$ cat src/rtl/zx_pkg.sv
// Shared constants for the +3 I/O responder: port decode masks, frame defaults
// and register reset values.
package zx_pkg;

    localparam logic [15:0] FE_MASK     = 16'h0001;
    localparam logic [15:0] FE_MATCH    = 16'h0000;
    localparam logic [15:0] P7FFD_MASK  = 16'hC002;
    localparam logic [15:0] P7FFD_MATCH = 16'h4000;
    localparam logic [15:0] P1FFD_MASK  = 16'hF002;
    localparam logic [15:0] P1FFD_MATCH = 16'h1000;

    localparam int HCOUNT_DEF  = 228;
    localparam int VCOUNT_DEF  = 311;
    localparam int IRQLINE_DEF = 0;
    localparam int IRQLEN_DEF  = 32;

    localparam logic [7:0] Q_IDLE     = 8'hFF;
    localparam logic [7:0] PAGE_RST   = 8'h00;
    localparam logic [2:0] BORDER_RST = 3'd0;

    typedef struct packed {
        logic fe;
        logic p7ffd;
        logic p1ffd;
    } port_sel_t;

    function automatic logic port_hit(input logic [15:0] addr,
                                      input logic [15:0] mask,
                                      input logic [15:0] match);
        return (addr & mask) == match;
    endfunction

    // Partial decode: one address may select several ports at once.
    function automatic port_sel_t decode_port(input logic [15:0] addr);
        port_sel_t sel;
        sel.fe    = port_hit(addr, FE_MASK, FE_MATCH);
        sel.p7ffd = port_hit(addr, P7FFD_MASK, P7FFD_MATCH);
        sel.p1ffd = port_hit(addr, P1FFD_MASK, P1FFD_MATCH);
        return sel;
    endfunction

endpackage

$ cat src/rtl/frame_timer.sv
// Line/frame position counters advanced once per T-state, producing the
// registered active-low frame interrupt.
module frame_timer #(
    parameter int HCOUNT  = 228,
    parameter int VCOUNT  = 311,
    parameter int IRQLINE = 0,
    parameter int IRQLEN  = 32
) (
    input  logic clock,
    input  logic reset,
    input  logic pe,
    output logic irq
);

    localparam int HW = $clog2(HCOUNT);
    localparam int VW = $clog2(VCOUNT);

    localparam logic [HW-1:0] H_LAST  = HW'(HCOUNT - 1);
    localparam logic [VW-1:0] V_LAST  = VW'(VCOUNT - 1);
    localparam logic [VW-1:0] IRQ_V   = VW'(IRQLINE);
    localparam logic [HW:0]   IRQ_END = (HW + 1)'(IRQLEN);

    logic [HW-1:0] h_q, h_d;
    logic [VW-1:0] v_q, v_d;
    logic          irq_q, irq_d;

    always_comb begin
        h_d   = h_q;
        v_d   = v_q;
        irq_d = irq_q;
        if (pe) begin
            // irq reflects the position being left on this T-state.
            irq_d = !((v_q == IRQ_V) && ({1'b0, h_q} < IRQ_END));
            if (h_q == H_LAST) begin
                h_d = '0;
                v_d = (v_q == V_LAST) ? '0 : v_q + 1'b1;
            end else begin
                h_d = h_q + 1'b1;
            end
        end
    end

    always_ff @(posedge clock) begin
        if (reset) begin
            h_q   <= '0;
            v_q   <= '0;
            irq_q <= 1'b1;
        end else begin
            h_q   <= h_d;
            v_q   <= v_d;
            irq_q <= irq_d;
        end
    end

    assign irq = irq_q;

endmodule

$ cat src/rtl/ula_io.sv
// Z80 I/O responder for the +3: latches ports FE/7FFD/1FFD, answers FE reads
// with keyboard and EAR data, and hosts the frame interrupt timer.
module ula_io
    import zx_pkg::*;
#(
    parameter int HCOUNT  = HCOUNT_DEF,
    parameter int VCOUNT  = VCOUNT_DEF,
    parameter int IRQLINE = IRQLINE_DEF,
    parameter int IRQLEN  = IRQLEN_DEF
) (
    input  logic        clock,
    input  logic        reset,
    input  logic        ne,
    input  logic        pe,
    input  logic        iorq,
    input  logic        rd,
    input  logic        wr,
    input  logic [15:0] a,
    input  logic [7:0]  d,
    output logic [7:0]  q,
    output logic        irq,
    input  logic [4:0]  kcol,
    output logic [7:0]  krow,
    input  logic        ear,
    output logic [2:0]  border,
    output logic        mic,
    output logic        speaker,
    output logic [7:0]  p7ffd,
    output logic [7:0]  p1ffd
);

    port_sel_t  sel;
    logic       wr_cyc;
    logic       rd_cyc;
    logic       commit;
    logic       unused_ne;

    logic [2:0] border_q, border_d;
    logic       mic_q, mic_d;
    logic       spk_q, spk_d;
    logic [7:0] p7ffd_q, p7ffd_d;
    logic [7:0] p1ffd_q, p1ffd_d;
    logic       lock_q, lock_d;
    logic       done_q, done_d;
    logic [7:0] q_q, q_d;

    assign unused_ne = ne;

    assign sel    = decode_port(a);
    assign wr_cyc = !iorq && !wr;
    assign rd_cyc = !iorq && !rd;
    // done blocks repeat commits while the CPU stretches one OUT over several T-states.
    assign commit = pe && wr_cyc && !done_q;

    always_comb begin
        border_d = border_q;
        mic_d    = mic_q;
        spk_d    = spk_q;
        p7ffd_d  = p7ffd_q;
        p1ffd_d  = p1ffd_q;
        lock_d   = lock_q;
        done_d   = done_q;
        q_d      = q_q;

        if (pe) begin
            if (iorq) begin
                done_d = 1'b0;
            end else if (!wr) begin
                done_d = 1'b1;
            end
            q_d = (rd_cyc && sel.fe) ? {1'b1, ear, 1'b1, kcol} : Q_IDLE;
        end

        if (commit) begin
            if (sel.fe) begin
                border_d = d[2:0];
                mic_d    = d[3];
                spk_d    = d[4];
            end
            // Lock freezes both paging registers until the next reset.
            if (sel.p7ffd && !lock_q) begin
                p7ffd_d = d;
                lock_d  = d[5];
            end
            if (sel.p1ffd && !lock_q) begin
                p1ffd_d = d;
            end
        end
    end

    always_ff @(posedge clock) begin
        if (reset) begin
            border_q <= BORDER_RST;
            mic_q    <= 1'b0;
            spk_q    <= 1'b0;
            p7ffd_q  <= PAGE_RST;
            p1ffd_q  <= PAGE_RST;
            lock_q   <= 1'b0;
            done_q   <= 1'b0;
            q_q      <= Q_IDLE;
        end else begin
            border_q <= border_d;
            mic_q    <= mic_d;
            spk_q    <= spk_d;
            p7ffd_q  <= p7ffd_d;
            p1ffd_q  <= p1ffd_d;
            lock_q   <= lock_d;
            done_q   <= done_d;
            q_q      <= q_d;
        end
    end

    frame_timer #(
        .HCOUNT  (HCOUNT),
        .VCOUNT  (VCOUNT),
        .IRQLINE (IRQLINE),
        .IRQLEN  (IRQLEN)
    ) u_frame_timer (
        .clock (clock),
        .reset (reset),
        .pe    (pe),
        .irq   (irq)
    );

    assign q       = q_q;
    assign krow    = a[15:8];
    assign border  = border_q;
    assign mic     = mic_q;
    assign speaker = spk_q;
    assign p7ffd   = p7ffd_q;
    assign p1ffd   = p1ffd_q;

endmodule

$ cat config.mk
export PLATFORM = sky130hd
export DESIGN_NAME = ula_io
export DESIGN_NICKNAME = d
export VERILOG_FILES = /design/src/rtl/zx_pkg.sv /design/src/rtl/frame_timer.sv /design/src/rtl/ula_io.sv
export SDC_FILE = /design/constraint.sdc
export NUM_CORES = 1
export LEC_CHECK = 0
export CELL_PAD_IN_SITES_DETAIL_PLACEMENT = 0
export CELL_PAD_IN_SITES_GLOBAL_PLACEMENT = 1
export CORE_MARGIN = 5
export CORE_UTILIZATION = 32
export DETAILED_ROUTE_END_ITERATION = 6
export PLACE_DENSITY = 0.89
export SLEW_MARGIN = 10
export SYNTH_ARGS = -nofsm -noshare
export SYNTH_HDL_FRONTEND = slang
export SYNTH_SLANG_ARGS = --single-unit
$ cat constraint.sdc
create_clock -name clock -period 1.9 [get_ports clock]
set_input_delay 0.19 -clock clock [delete_from_list [all_inputs] [get_ports clock]]
set_output_delay 0.19 -clock clock [all_outputs]
set_load 0.03 [all_outputs]
Word-level counts from Yosys, hierarchy flattened
Index checks and enable logic that the tools add are counted.
- flip-flop bits (word level): 49
- input port bits: 37
- output and inout port bits: 38
- add/subtract/negate cells: 2
- $lt $le $gt $ge: 1
- equal/unequal tests: 5
- muxes and demuxes: 5
- reduce and logical (&&, ||, !) cells: 21
- operators by type and width (kind ; number):
    logical NOT 16 bit ; 1
    AND reduction 2 bit ; 5
    adder 9 x 1 -> 9 bit (second input constant) ; 1
    equality test 9 bit (second input constant) ; 1
    logical NOT 9 bit ; 1
    two-way mux 9 bit ; 1
    adder 8 x 1 -> 8 bit (second input constant) ; 1
    equality test 8 bit (second input constant) ; 1
    logical AND 1 bit ; 8
    less-than comparator 8 x 6 -> 1 bit (second input constant) ; 1
    two-way mux 8 bit ; 1
    two-way mux 7 bit ; 1
    logical NOT 1 bit ; 6
    equality test 5 x 2 -> 1 bit (second input constant) ; 1
    equality test 3 x 2 -> 1 bit (second input constant) ; 1
    two-way mux 1 bit ; 2
    inequality test 2 bit (second input constant) ; 1

Longest topological paths before layout
- depth in word-level cells: 5
- gate-level depth with buffers: 7

Hierarchy
From an unflattened synthesis, not the netlist that was laid out.
- cells, all modules: 227
- area, all modules: 2137.0 um^2
- by module, submodules not included (module ; times used ; cells an instance ; area an instance (um^2)):
    ula_io ; 1 ; 126 ; 1261.2
    frame_timer ; 1 ; 101 ; 875.8

Worst setup path after synthesis
OpenSTA, ideal clock, no wires.
- kind: register to register
- start: register u_frame_timer.h_q[2]
- end: register u_frame_timer.v_q[1]
- setup time: 123 ps
- arrival time: 1487 ps
- required time: 1777 ps
- path slack: 290 ps
- cell stages (with the launch flop): 7
- path buffers: 2
- clock period less this slack: 1610 ps
- path through: dfxtp_1 or4b_1 buf_6 nor2_2 a31o_2 buf_4 a211oi_1
- longest elaborated chain between the ends: 2
- RTL lines (element ; RTL line ; source):
    start: declaration ; frame_timer.sv:23 ; logic [HW-1:0] h_q, h_d;
    start signal: assignment ; frame_timer.sv:45 ; h_q <= '0;
    start signal: assignment ; frame_timer.sv:49 ; h_q <= h_d;
    equality test 8 bit ; frame_timer.sv:34 ; if (h_q == H_LAST) begin
    AND reduction 2 bit (no line) ; -- ;
    end signal: assignment ; frame_timer.sv:50 ; v_q <= v_d;
    end: declaration ; frame_timer.sv:24 ; logic [VW-1:0] v_q, v_d;
Every way passes these cells.
A chain may end at the register's enable or synchronous reset.

Worst setup path in the final report
- start: register u_frame_timer.h_q[0]
- end: register u_frame_timer.v_q[4]
Same word-level chain as after synthesis.

==> key figures <==
Outcome
  • Outcome: complete, no violations

Timing
  • Crit share post-route: 0.913
  • Skew final: approximately 0.007 ns
  • Setup slack after layout: between 0.15 and 0.2 ns
  • Unrepaired setup endpoints after global routing: false
  • Hold Vio Cnt, Final: 0
  • Max Fclk: 576 MHz
  • Max-slew violation count: 0
  • Setup violators final: 0
  • Final setup TNS: 0 ns
  • Crit path time final: roughly 1.7 ns

Critical path
  • Crit path kind: reg2reg
  • Crit. End Element: flip-flop
  • WP data arrival: 1.91 ns
  • Critical Path RT: between 2 and 2.5 ns
  • CP max FO: 9
  • Startpoint types: flip-flop

Floorplanning
  • Die area: ~8000 µm²
  • Horiz. Die Dim: about 90 µm
  • Starting Density: 0.324
  • I/O pin cnt: 75
  • Die Ht: approximately 90 µm
  • Core Area: 6280 µm²
  • Rows: 29

Route
  • Routed WL: around 4400 µm
  • Drt first-iter violations: just over 50
  • DR vias/cell: between 4 and 5
  • Final ANT Viol Nets: 0
  • Detailed-route DRC error count: 0
  • WL per Instance: approximately 13 µm
  • DR vias: around 1600
  • First-pass DRT Iterations: 4

Final layout
  • FILL cells: approximately 600
  • Synth-to-Final Area Change: 35.3%
  • N_diodes: 0
  • Commonest non-fill, non-tap cells in the layout: 57 x clkdlybuf4s50_1, 46 x dfxtp_1, 39 x nor2_1
  • Share of layout cells above drive strength 1: 0.119
  • Core Util, Final: 0.438
  • Most common cell after layout, fill and taps aside: clkdlybuf4s50_1
  • Final #Nets: 308

Power and ir drop
  • Overall Power: roughly 0.0018 W
  • LEAKAGE: 1.08 nW
  • VDD IR max: roughly 0.31 mV
  • PwrDens: 651 nW/µm²

Yosys
  • Synth Cell Area: about 2000 µm²
  • Post-synth top area share: 0.453
  • Sequential element share of the synthesized area: 0.453
  • Yosys reg bits: 46
  • YS warnings: 0
  • Yosys cell types: 34
  • Mapped Cells: 212
  • Mapped Avg Cell Area: 9.58 µm²
  • Post-synth top area cell: dfxtp_1
  • Area contributors post-synth: dfxtp_1 45%, mux2i_1 10%, nor2_1 7.2%, xnor2_1 5.2%, buf_4 4.4%

Worst hold path
  • Worst Hold Class: in2out

Placement
  • DP Worst Slack: -0.0634 ns
  • DP HPWL: between 3000 and 4000 µm
  • PortBufs: 57
  • RePlAce Congestion: between 0.8 and 0.9

Clocking
  • Clk slew on worst S/H paths: about 0.080 ns
  • CTS tree: done
  • Root Driver: clkbuf_8
  • CTS Buf Count: 5
  • Clk_lat worst skew: about 0.29 ns
  • CTS Buffer Depth: 2
  • Hold_buf cts: 0
  • Clk sinks: 46
  • Setup repair bufs after CTS: 0
  • H-tree Lvls: 2
  • Post_cts resized: 0

Global route
  • Initial antenna violation count: 0
  • Vias in the first global route: approximately 1500
  • Largest net degree at the start of global routing: 22
  • First-pass GRT wire length: 6910 µm
  • GRT Resource Usage Total: 0.108
  • Remaining global-route overflow: 0

Flow run
  • Max-Cap Viols: 0
-- final timing paths --
check | startpoint | slack [ns] | to | depth (start not counted)
setup / recovery | u_frame_timer.h_q[0] | 0.16 | u_frame_timer.v_q[4] | 5
hold / removal | a[9] | 0.38 | krow[1] | 0
setup reg to reg | u_frame_timer.h_q[0] | 0.16 | u_frame_timer.v_q[4] | 5
hold reg to reg | q[2] | 0.49 | q[2] | 2
-- cells by family (layout without fill, tap and decap cells) --
| family | after synthesis | after routing | synth area share |
|---|---|---|---|
| compound gates | 12 | 12 | 0.0394 |
| other cells | 1 | 2 | 0.00185 |
| buf+inv | 27 | 82 | 0.0776 |
| mux | 21 | 21 | 0.104 |
| simple gates | 86 | 86 | 0.235 |
| xor+xnor | 15 | 15 | 0.0647 |
| flops | 46 | 46 | 0.453 |
| fa+ha+maj | 4 | 4 | 0.0246 |
-- per-stage QoR --
step / cells / hold slack (ns) / cell area, µm²
3_3_place_gp: 337 / 0.380 / 2650
4_1_cts: 345 / 0.380 / 2750
5_1_grt: 345 / 0.380 / 2750
6_report: 345 / 0.380 / 2750
3_5_place_dp: 337 / 0.380 / 2650
2_1_floorplan: 213 / 0.290 / 2030
-- state kept, by name, indices dropped and copies added (netlist names) --
| name | count |
|---|---|
| u_frame_timer.v_q | 9 |
| done_q | 1 |
| border | 3 |
| u_frame_timer.irq | 1 |
| p1ffd | 8 |
| q | 6 |
| p7ffd | 8 |
| u_frame_timer.h_q | 8 |
| speaker | 1 |
| mic | 1 |
-- synth_stat cells --
master / n
or2_1: 1
dfxtp_1: 46
nand4_1: 6
conb_1: 1
nor2_2: 4
buf_6: 1
o21ai_0: 1
buf_2: 3
inv_1: 5
nor4_1: 1
nor2_1: 39
ha_1: 4
nor2b_1: 1
nor4_2: 3
nand2_1: 6
or4b_1: 2
buf_1: 1
a211oi_1: 2
nor4b_2: 1
a21oi_1: 1
nand4_2: 2
clkbuf_1: 5
xnor2_1: 12
mux2i_1: 21
o22ai_1: 6
buf_4: 12
a41oi_1: 1
nor4b_1: 1
nand2b_1: 7
a31o_2: 1
nor4_4: 1
xor2_1: 3
nand3_1: 5
nor3_1: 6
-- critical path, cell delays in order (launching register included) --
cell and delay (ns):
dfxtp_1 0.40, ha_1 0.27, nand4_2 0.31, nor2_2 0.23
a31o_2 0.32, nor2_1 0.09
-- layout make-up --
class / count / area (µm²) / area share
timing repair buffer: 69 / 661 / 0.240
clock buffer: 6 / 82.6 / 0.0301
inverter: 5 / 18.8 / 0.00683
multi-input combinational: 140 / 956 / 0.348
sequential: 46 / 921 / 0.335
clock inverter: 2 / 12.5 / 0.00455
tap: 77 / 96.3 / 0.0351
-- power by group --
part | switching [W] | internal (W) | total (W)
clock | 0.000327 | 0.000293 | 0.000620
sequential | 0.0000101 | 0.000976 | 0.000986
combinational | 0.0000859 | 0.0000954 | 0.000181
-- layer usage --
| metal | GRT usage | part of all wire |
|---|---|---|
| met5 | 0 | 0 |
| met4 | 0.0203 | 0.0081 |
| met3 | 0.0210 | 0.054 |
| met2 | 0.178 | 0.48 |
| met1 | 0.147 | 0.45 |
Power figures use the tool's default switching activity.
